File: src/rtl/pipe_stage_if.sv
// Handshake/control bundle between an elastic-pipe sequencer and its environment.
// Valid/ready: an item moves on a clock edge only when both valid and ready are high at that edge.
interface pipe_stage_if #(
    parameter int STAGES = 4
);
    localparam int CW = $clog2(STAGES + 1);

    logic              InValid;
    logic              InReady;
    logic              OutValid;
    logic              OutReady;
    logic              Hold;
    logic              Flush;
    logic              Drain;
    logic              DrainDone;
    logic [STAGES-1:0] En;
    logic [STAGES-1:0] Clr;
    logic [STAGES-1:0] Valid;
    logic [CW-1:0]     Count;
    logic [1:0]        state_dbg;

    modport master (
        output InValid, OutReady, Hold, Flush, Drain,
        input  InReady, OutValid, DrainDone, En, Clr, Valid, Count, state_dbg
    );

    modport slave (
        input  InValid, OutReady, Hold, Flush, Drain,
        output InReady, OutValid, DrainDone, En, Clr, Valid, Count, state_dbg
    );
endinterface

File: src/rtl/pipe_stage_ctrl.sv
// Elastic-pipeline sequencer: per-stage valid tracking, bubble collapse, backpressure,
// flush, global hold and a drain handshake. Drives enable/clear of external stage registers.
module pipe_stage_ctrl #(
    parameter int STAGES = 4
) (
    input logic         clk,
    input logic         reset,
    pipe_stage_if.slave bus
);
    localparam int CW = $clog2(STAGES + 1);

    typedef enum logic [1:0] {
        IDLE    = 2'd0,
        RUN     = 2'd1,
        DRAIN   = 2'd2,
        DRAINED = 2'd3
    } state_t;

    state_t            state_q, state_d;
    logic [STAGES-1:0] valid_q, valid_d;
    logic [CW-1:0]     count_q, count_d;
    logic              drain_done_q, drain_done_d;

    logic              gate;
    logic              room;
    logic              in_ready;
    logic [STAGES-1:0] adv;
    logic [STAGES-1:0] ld;

    always_comb begin
        gate = bus.Hold | bus.Flush | reset;
        // room tracks (~Valid[i+1] | Adv[i+1]) walking from the output end backwards
        room = bus.OutReady;
        adv  = '0;
        for (int i = STAGES - 1; i >= 0; i--) begin
            adv[i] = valid_q[i] & room & ~gate;
            room   = room | ~valid_q[i];
        end

        in_ready = ~gate & ~bus.Drain & room &
                   ((state_q == IDLE) | (state_q == RUN));

        ld = {adv[STAGES-2:0], bus.InValid & in_ready};

        if (bus.Flush) begin
            valid_d = '0;
            count_d = '0;
        end else begin
            valid_d = ld | (valid_q & ~adv);
            count_d = count_q + CW'(ld[0]) - CW'(adv[STAGES-1]);
        end
    end

    always_comb begin
        state_d      = state_q;
        drain_done_d = 1'b0;
        case (state_q)
            IDLE, RUN: begin
                if (bus.Drain) begin
                    if (count_q == '0) begin
                        drain_done_d = 1'b1;
                        state_d      = DRAINED;
                    end else begin
                        state_d = DRAIN;
                    end
                end else if (count_d != '0) begin
                    state_d = RUN;
                end else begin
                    state_d = IDLE;
                end
            end
            DRAIN: begin
                // A flush empties the pipe at once, so it also completes the drain
                if ((count_q == '0) || bus.Flush) begin
                    drain_done_d = 1'b1;
                    state_d      = bus.Drain ? DRAINED : IDLE;
                end
            end
            DRAINED: begin
                if (!bus.Drain) begin
                    state_d = IDLE;
                end
            end
            default: state_d = IDLE;
        endcase
    end

    always_ff @(posedge clk) begin
        if (reset) begin
            state_q      <= IDLE;
            valid_q      <= '0;
            count_q      <= '0;
            drain_done_q <= 1'b0;
        end else begin
            state_q      <= state_d;
            valid_q      <= valid_d;
            count_q      <= count_d;
            drain_done_q <= drain_done_d;
        end
    end

    assign bus.InReady   = in_ready;
    assign bus.OutValid  = valid_q[STAGES-1];
    assign bus.En        = ld;
    assign bus.Clr       = {STAGES{reset | bus.Flush}};
    assign bus.Valid     = valid_q;
    assign bus.Count     = count_q;
    assign bus.DrainDone = drain_done_q;
    assign bus.state_dbg = state_q;
endmodule

File: src/flat_wrapper.sv
// flat-port wrapper written by rule: the top's interface ports become plain ports
module pipe_stage_ctrl_flat 
#(
    parameter int STAGES = 4
)
  (clk, reset, bus_InValid, bus_OutReady, bus_Hold, bus_Flush, bus_Drain, bus_InReady, bus_OutValid, bus_DrainDone, bus_En, bus_Clr, bus_Valid, bus_Count, bus_state_dbg);
  pipe_stage_if #(.STAGES(STAGES)) bus_i ();
  input logic clk;
  input logic reset;
  input wire logic [$bits(bus_i.InValid)-1:0] bus_InValid;
  input wire logic [$bits(bus_i.OutReady)-1:0] bus_OutReady;
  input wire logic [$bits(bus_i.Hold)-1:0] bus_Hold;
  input wire logic [$bits(bus_i.Flush)-1:0] bus_Flush;
  input wire logic [$bits(bus_i.Drain)-1:0] bus_Drain;
  output wire logic [$bits(bus_i.InReady)-1:0] bus_InReady;
  output wire logic [$bits(bus_i.OutValid)-1:0] bus_OutValid;
  output wire logic [$bits(bus_i.DrainDone)-1:0] bus_DrainDone;
  output wire logic [$bits(bus_i.En)-1:0] bus_En;
  output wire logic [$bits(bus_i.Clr)-1:0] bus_Clr;
  output wire logic [$bits(bus_i.Valid)-1:0] bus_Valid;
  output wire logic [$bits(bus_i.Count)-1:0] bus_Count;
  output wire logic [$bits(bus_i.state_dbg)-1:0] bus_state_dbg;
  assign bus_i.InValid = bus_InValid;
  assign bus_i.OutReady = bus_OutReady;
  assign bus_i.Hold = bus_Hold;
  assign bus_i.Flush = bus_Flush;
  assign bus_i.Drain = bus_Drain;
  assign bus_InReady = bus_i.InReady;
  assign bus_OutValid = bus_i.OutValid;
  assign bus_DrainDone = bus_i.DrainDone;
  assign bus_En = bus_i.En;
  assign bus_Clr = bus_i.Clr;
  assign bus_Valid = bus_i.Valid;
  assign bus_Count = bus_i.Count;
  assign bus_state_dbg = bus_i.state_dbg;
  pipe_stage_ctrl #(.STAGES(STAGES)) u_core (.clk(clk), .reset(reset), .bus(bus_i));
endmodule
File: config.mk
export PLATFORM = sky130hd
export DESIGN_NAME = pipe_stage_ctrl_flat
export DESIGN_NICKNAME = d
export VERILOG_FILES = /design/src/rtl/pipe_stage_if.sv /design/src/rtl/pipe_stage_ctrl.sv /design/src/flat_wrapper.sv
export SDC_FILE = /design/constraint.sdc
export NUM_CORES = 1
export LEC_CHECK = 0
export BUFFER_PORTS_ARGS = -buffer_cell sky130_fd_sc_hd__buf_2
export CORE_MARGIN = 2
export CORE_UTILIZATION = 40
export DETAILED_ROUTE_END_ITERATION = 10
export PLACE_DENSITY = 0.8
export SYNTH_ARGS = -nofsm -noshare
export SYNTH_HDL_FRONTEND = slang
export SYNTH_SLANG_ARGS = --single-unit
export TNS_END_PERCENT = 20
File: constraint.sdc
create_clock -name clk -period 3.85 [get_ports clk]
set_clock_uncertainty 0.1 [all_clocks]
set_input_delay 0.1925 -clock clk [delete_from_list [all_inputs] [get_ports clk]]
set_output_delay 0.1925 -clock clk [all_outputs]
set_load 0.03 [all_outputs]
## After elaboration in Yosys (flattened, before gate mapping)

Cells that the tools add are included.

| operators by class | value |
|---|---|
| add/subtract/negate cells | 2 |
| eq/ne operators | 5 |
| multiplexer cells | 12 |
| bitwise logic cells | 29 |
| reduce and logical (&&, ||, !) cells | 7 |

Operator list:

| operator | count |
|---|---|
| $and 1x1->1 | 12 |
| $mux 2 | 4 |
| $or 1x1->1 | 8 |
| $not 1->1 | 6 |
| $pmux 2 s3 | 1 |
| $mux 1 | 5 |
| $and 4x4->4 | 1 |
| $eq 2x2->1 const B | 2 |
| $not 4->4 | 1 |
| $or 4x4->4 | 1 |
| $reduce_or 2->1 | 2 |
| $add 3x1->3 | 1 |
| $logic_not 3->1 | 1 |
| $mux 3 | 1 |
| $reduce_bool 3->1 | 1 |
| $sub 3x1->3 | 1 |
| $eq 2x1->1 const B | 1 |
| $logic_not 2->1 | 1 |
| $ne 2x1->1 const B | 1 |
| $ne 2x2->1 const B | 1 |
| $pmux 1 s2 | 1 |
| $reduce_and 2->1 | 1 |
| $logic_or 1x1->1 | 1 |

| word-level totals | value |
|---|---|
| bits in registers | 10 |
| input bits | 7 |
| output and inout port bits | 20 |
| logic and storage cells | 59 |

## Depth between registers and ports, before layout

| logic depth | value |
|---|---|
| depth in word-level cells | 15 |
| depth in mapped cells | 11 |
| depth with buffers taken out | 11 |

## Worst setup path after synthesis

Ideal clock, no wire load.

| timing path | value |
|---|---|
| path kind | reg2reg |
| from | reg u_core.valid_q[3], in the netlist u_core.bus.Valid[3] |
| to | reg u_core.state_q[0], in the netlist u_core.bus.state_dbg[0] |
| setup time | 127 ps |
| data arrival time | 2280 ps |
| slack | 1343 ps |
| cell stages (with the launch flop) | 12 |
| buffers on the path | 0 |
| clock period less this slack | 2507 ps |
| cell sequence | dfxtp_1 > and4b_1 > a21boi_2 > nand3_1 > ha_1 > inv_1 > ha_1 > inv_1 > fa_1 > xor3_1 > o311ai_1 > o21ai_1 |

| between the ends | value |
|---|---|
| word-level cells in the longest chain between the ends | 15 |
| elaborated cells between the ends (all ways) | 17 |

Ends and longest elaborated chain:

| item | RTL line | text |
|---|---|---|
| start, declared | pipe_stage_ctrl.sv:20 | `logic [STAGES-1:0] valid_q, valid_d;` |
| start signal, assigned | pipe_stage_ctrl.sv:96 | `valid_q <= valid_d;` |
| $not 1->1 | pipe_stage_ctrl.sv:37 | `room = room \| ~valid_q[i];` |
| $or 1x1->1 (4 in series) | pipe_stage_ctrl.sv:37 |  |
| $and 1x1->1 (2 in series) | pipe_stage_ctrl.sv:40 | `in_ready = ~gate & ~bus.Drain & room &` |
| $and 1x1->1 | pipe_stage_ctrl.sv:43 | `ld = {adv[STAGES-2:0], bus.InValid & in_ready};` |
| $add 3x1->3 | pipe_stage_ctrl.sv:50 | `count_d = count_q + CW'(ld[0]) - CW'(adv[STAGES-1]);` |
| $sub 3x1->3 * | pipe_stage_ctrl.sv:50 |  |
| $mux 3 * | pipe_stage_ctrl.sv:45 | `if (bus.Flush) begin` |
| $reduce_bool 3->1 * | pipe_stage_ctrl.sv:66 | `end else if (count_d != '0) begin` |
| $mux 1 * | pipe_stage_ctrl.sv:66 |  |
| $mux 2 * | pipe_stage_ctrl.sv:59 | `if (bus.Drain) begin` |
| $pmux 2 s3 * | pipe_stage_ctrl.sv:57 | `case (state_q)` |
| end signal, assigned | pipe_stage_ctrl.sv:95 | `state_q <= state_d;` |
| end, declared | pipe_stage_ctrl.sv:19 | `state_t state_q, state_d;` |

Every way passes the cells marked *; elsewhere a longest branch is shown, timed or not.
A chain may end at the register's enable or synchronous reset.

## Worst setup path after layout

| timing path | value |
|---|---|
| from | reg u_core.valid_q[2], in the netlist u_core.bus.Valid[2] |
| to | reg u_core.state_q[0], in the netlist u_core.bus.state_dbg[0] |

| between the ends | value |
|---|---|
| word-level cells in the longest chain between the ends | 14 |

Ends and longest elaborated chain:

| item | RTL line |
|---|---|
| $not 1->1 | pipe_stage_ctrl.sv:37 |
| $or 1x1->1 (3 in series) | pipe_stage_ctrl.sv:37 |
| $and 1x1->1 (2 in series) | pipe_stage_ctrl.sv:40 |
| $and 1x1->1 | pipe_stage_ctrl.sv:43 |
| $add 3x1->3 | pipe_stage_ctrl.sv:50 |
| $sub 3x1->3 | pipe_stage_ctrl.sv:50 |
| $mux 3 | pipe_stage_ctrl.sv:45 |
| $reduce_bool 3->1 | pipe_stage_ctrl.sv:66 |
| $mux 1 | pipe_stage_ctrl.sv:66 |
| $mux 2 | pipe_stage_ctrl.sv:59 |
| $pmux 2 s3 | pipe_stage_ctrl.sv:57 |

No other way between the ends.

==> impl_metrics.ini <==
[synthesis]
syn-instance-count = 62
async_reset_ff_share_pct = 0
ys_seq_area_share_pct = 34.86
yosys.cell_types.count = 26
yosys_warnings = 0
ys.flop_type = dfxtp_1
synth.avg_cell_area_sq_um = 9.263
ys_ff_latch = 10
synth_edf_count = 0
syn-num-nets = 72
synth_area_sq_um = 574.3

[sta]
final_max_slew_viol_count = 0
fin_tns_setup_ps = 0
rsz0062_at_grt = no
setup_viol = 0
hold_violations = 0
post-route-period-util_pct = 66.04
worst_pin_slew_ps = 462.3
timing.fmax_mhz = 393.3
maxSlewHeadroom_pct = 68.94
min_period_ps = 2542

[layout]
finalCoreUtilization_pct = 54.32
drive_above_1_share_pct = 36.78
diodes = 0
nNetsFinal = 99
syn_to_final_growth_pct = 24.62
layout_commonest_cell = buf_2
n_fill_cell = 132
final_cell_mix = 26 x buf_2, 10 x dfxtp_1, 5 x o21ai_0

[drt]
ant_nets = 0
first_pass_iters = 4
wl_per_cell_um = 12.59
vias = 539
drtIter0Drc = 10
avgViaCountPerCell = 5.284
totalWireLength_mm = 1.284
drc_errors = 0

[global_route]
grt_pass1_vias = 508
grt_max_degree = 9
antenna_found_initial = 0
grt_pass1_wl_mm = 2.097
grt.total_usage_pct = 15.66
gr-total-overflow = 0

[clock_tree]
cts_root_buffer = clkbuf_4
clkTransAtPathRegs_ps = 70
cts-resized-gates = 0
cts_buffer_depth = 2
htreeDepth = 1
clock_latency_ps = 270
cts_buffers = 3
cts_sinks = 10
cts_hold_buffers = 0
tritoncts = done
postCtsSetupRepairBufs = 0

[pwr]
ir_drop_uv = 239.9
p_leak_nw = 0.3750
p_total_w = 0.0002091
p_per_area_nw_per_um2 = 292.1

[floorplan]
die_area_sq_um = 1755
initial_core_util_pct = 43.59
core_sq_um = 1318
num_rows = 13
fp.dieH_um = 41.89
die_w_um = 41.89
ioPinCount = 27

[worst_setup_path]
slowest_delay_ps = 380
critPathRequiredTime_ps = 3890
critical_path_buf_inv_count = 2
crit_family = adder cells
critical_path_class = reg2reg
reg2reg_depth = 11
crit_arrival_ps = 2580
end_kind = register
path_depth = 11
path_max_fanout = 6
start_kind = register
cp_slowest_cell = fa_1
cp_cell_sequence = and4b_1, a21boi_2, nand3_1, ha_1, inv_1, ha_1, inv_1, fa_1, xor3_1, o311ai_1, o21ai_1

[place]
gp_congestion = 0.7505
portBuffers = 26
hpwlAfterDp_mm = 1.040

[job]
max_cap_violations = 0

[hold_path]
min_path_cells = 2
min_path_type = in2reg

[run_status]
run_status = complete, no violations
-- final timing paths --
check / start / end / slack (ps)
setup / recovery: u_core.bus.Valid[2] / u_core.bus.state_dbg[0] / 1310
hold / removal: reset / u_core.bus.DrainDone / 70
setup reg to reg: u_core.bus.Valid[2] / u_core.bus.state_dbg[0] / 1310
hold reg to reg: u_core.bus.Valid[1] / u_core.bus.Valid[2] / 420
-- synth_stat cells, types with 2 or more instances --
| cell | n | area share (%) |
|---|---|---|
| and3_1 | 2 | 2.2 |
| nand2_1 | 2 | 1.3 |
| inv_1 | 4 | 2.6 |
| nor2b_1 | 3 | 3.3 |
| buf_4 | 4 | 5.2 |
| o21ai_0 | 5 | 4.4 |
| and2_1 | 3 | 3.3 |
| dfxtp_1 | 10 | 35 |
| a21oi_1 | 4 | 3.5 |
| nand3b_1 | 2 | 2.6 |
| ha_1 | 2 | 4.4 |
| and3b_1 | 3 | 4.6 |
| nand2b_1 | 2 | 2.2 |
| nor2_1 | 4 | 2.6 |
-- through the flow --
step	setup slack (ps)	cell area [sq um]	instances	hold WS, ps
2_1_floorplan	1343	574.3	62	161.6
3_3_place_gp	1283	693.2	99	345.8
3_5_place_dp	1209	693.2	99	351.3
4_1_cts	1282	715.7	102	71.29
5_1_grt	1156	715.7	102	86.32
6_report	1308	715.7	102	68.99
-- area by class of cell --
cell class	instances	area (sq um)	share of cell area, %
Clock buffer	3	22.52	3.147
Sequential cell	10	200.2	27.97
Inverter	4	15.01	2.098
Tap cell	15	18.77	2.622
Multi-Input combinational cell	44	329.1	45.98
Timing Repair Buffer	26	130.1	18.18
-- sequential cells by signal, summed over array words and instances (netlist names) --
name and flops:
u_core.bus.DrainDone 1, u_core.bus.Valid 4, u_core.bus.state_dbg 2, u_core.bus.Count 3
-- power breakdown --
part / leakage [nW] / total [W] / internal [W] / switching [W]
combinational: 0.280 / 0.0000311 / 0.0000102 / 0.0000209
clock: 0.0138 / 0.0000709 / 0.0000360 / 0.0000348
sequential: 0.0814 / 0.000107 / 0.000106 / 0.00000145
total: 0.375 / 0.000209 / 0.000152 / 0.0000572
-- routing by layer --
layer | GRT usage (%) | up-vias | routed length, um
li1 | - | 266 | -
met1 | 17.29 | 244 | 536
met2 | 27.50 | 22 | 622
met3 | 2.609 | 7 | 70
met4 | 9.677 | 0 | 54
met5 | 0 | - | 0
-- worst reg2reg max path: stages, from the launching register on --
cell and delay [ps]:
dfxtp_1 340, and4b_1 250, a21boi_2 170, nand3_1 100
ha_1 300, inv_1 50, ha_1 120, inv_1 50
fa_1 380, xor3_1 220, o311ai_1 240, o21ai_1 100
-- logic make-up (layout without fill, tap and decap cells) --
logic type	after synthesis	after routing	synth area share, %
fa+ha+maj	3	3	7.843
compound gates	14	14	15.69
xor+xnor	1	1	4.139
buf+inv	8	33	7.843
simple gates	26	26	29.63
flops	10	10	34.86
Power figures use the tool's default switching activity.
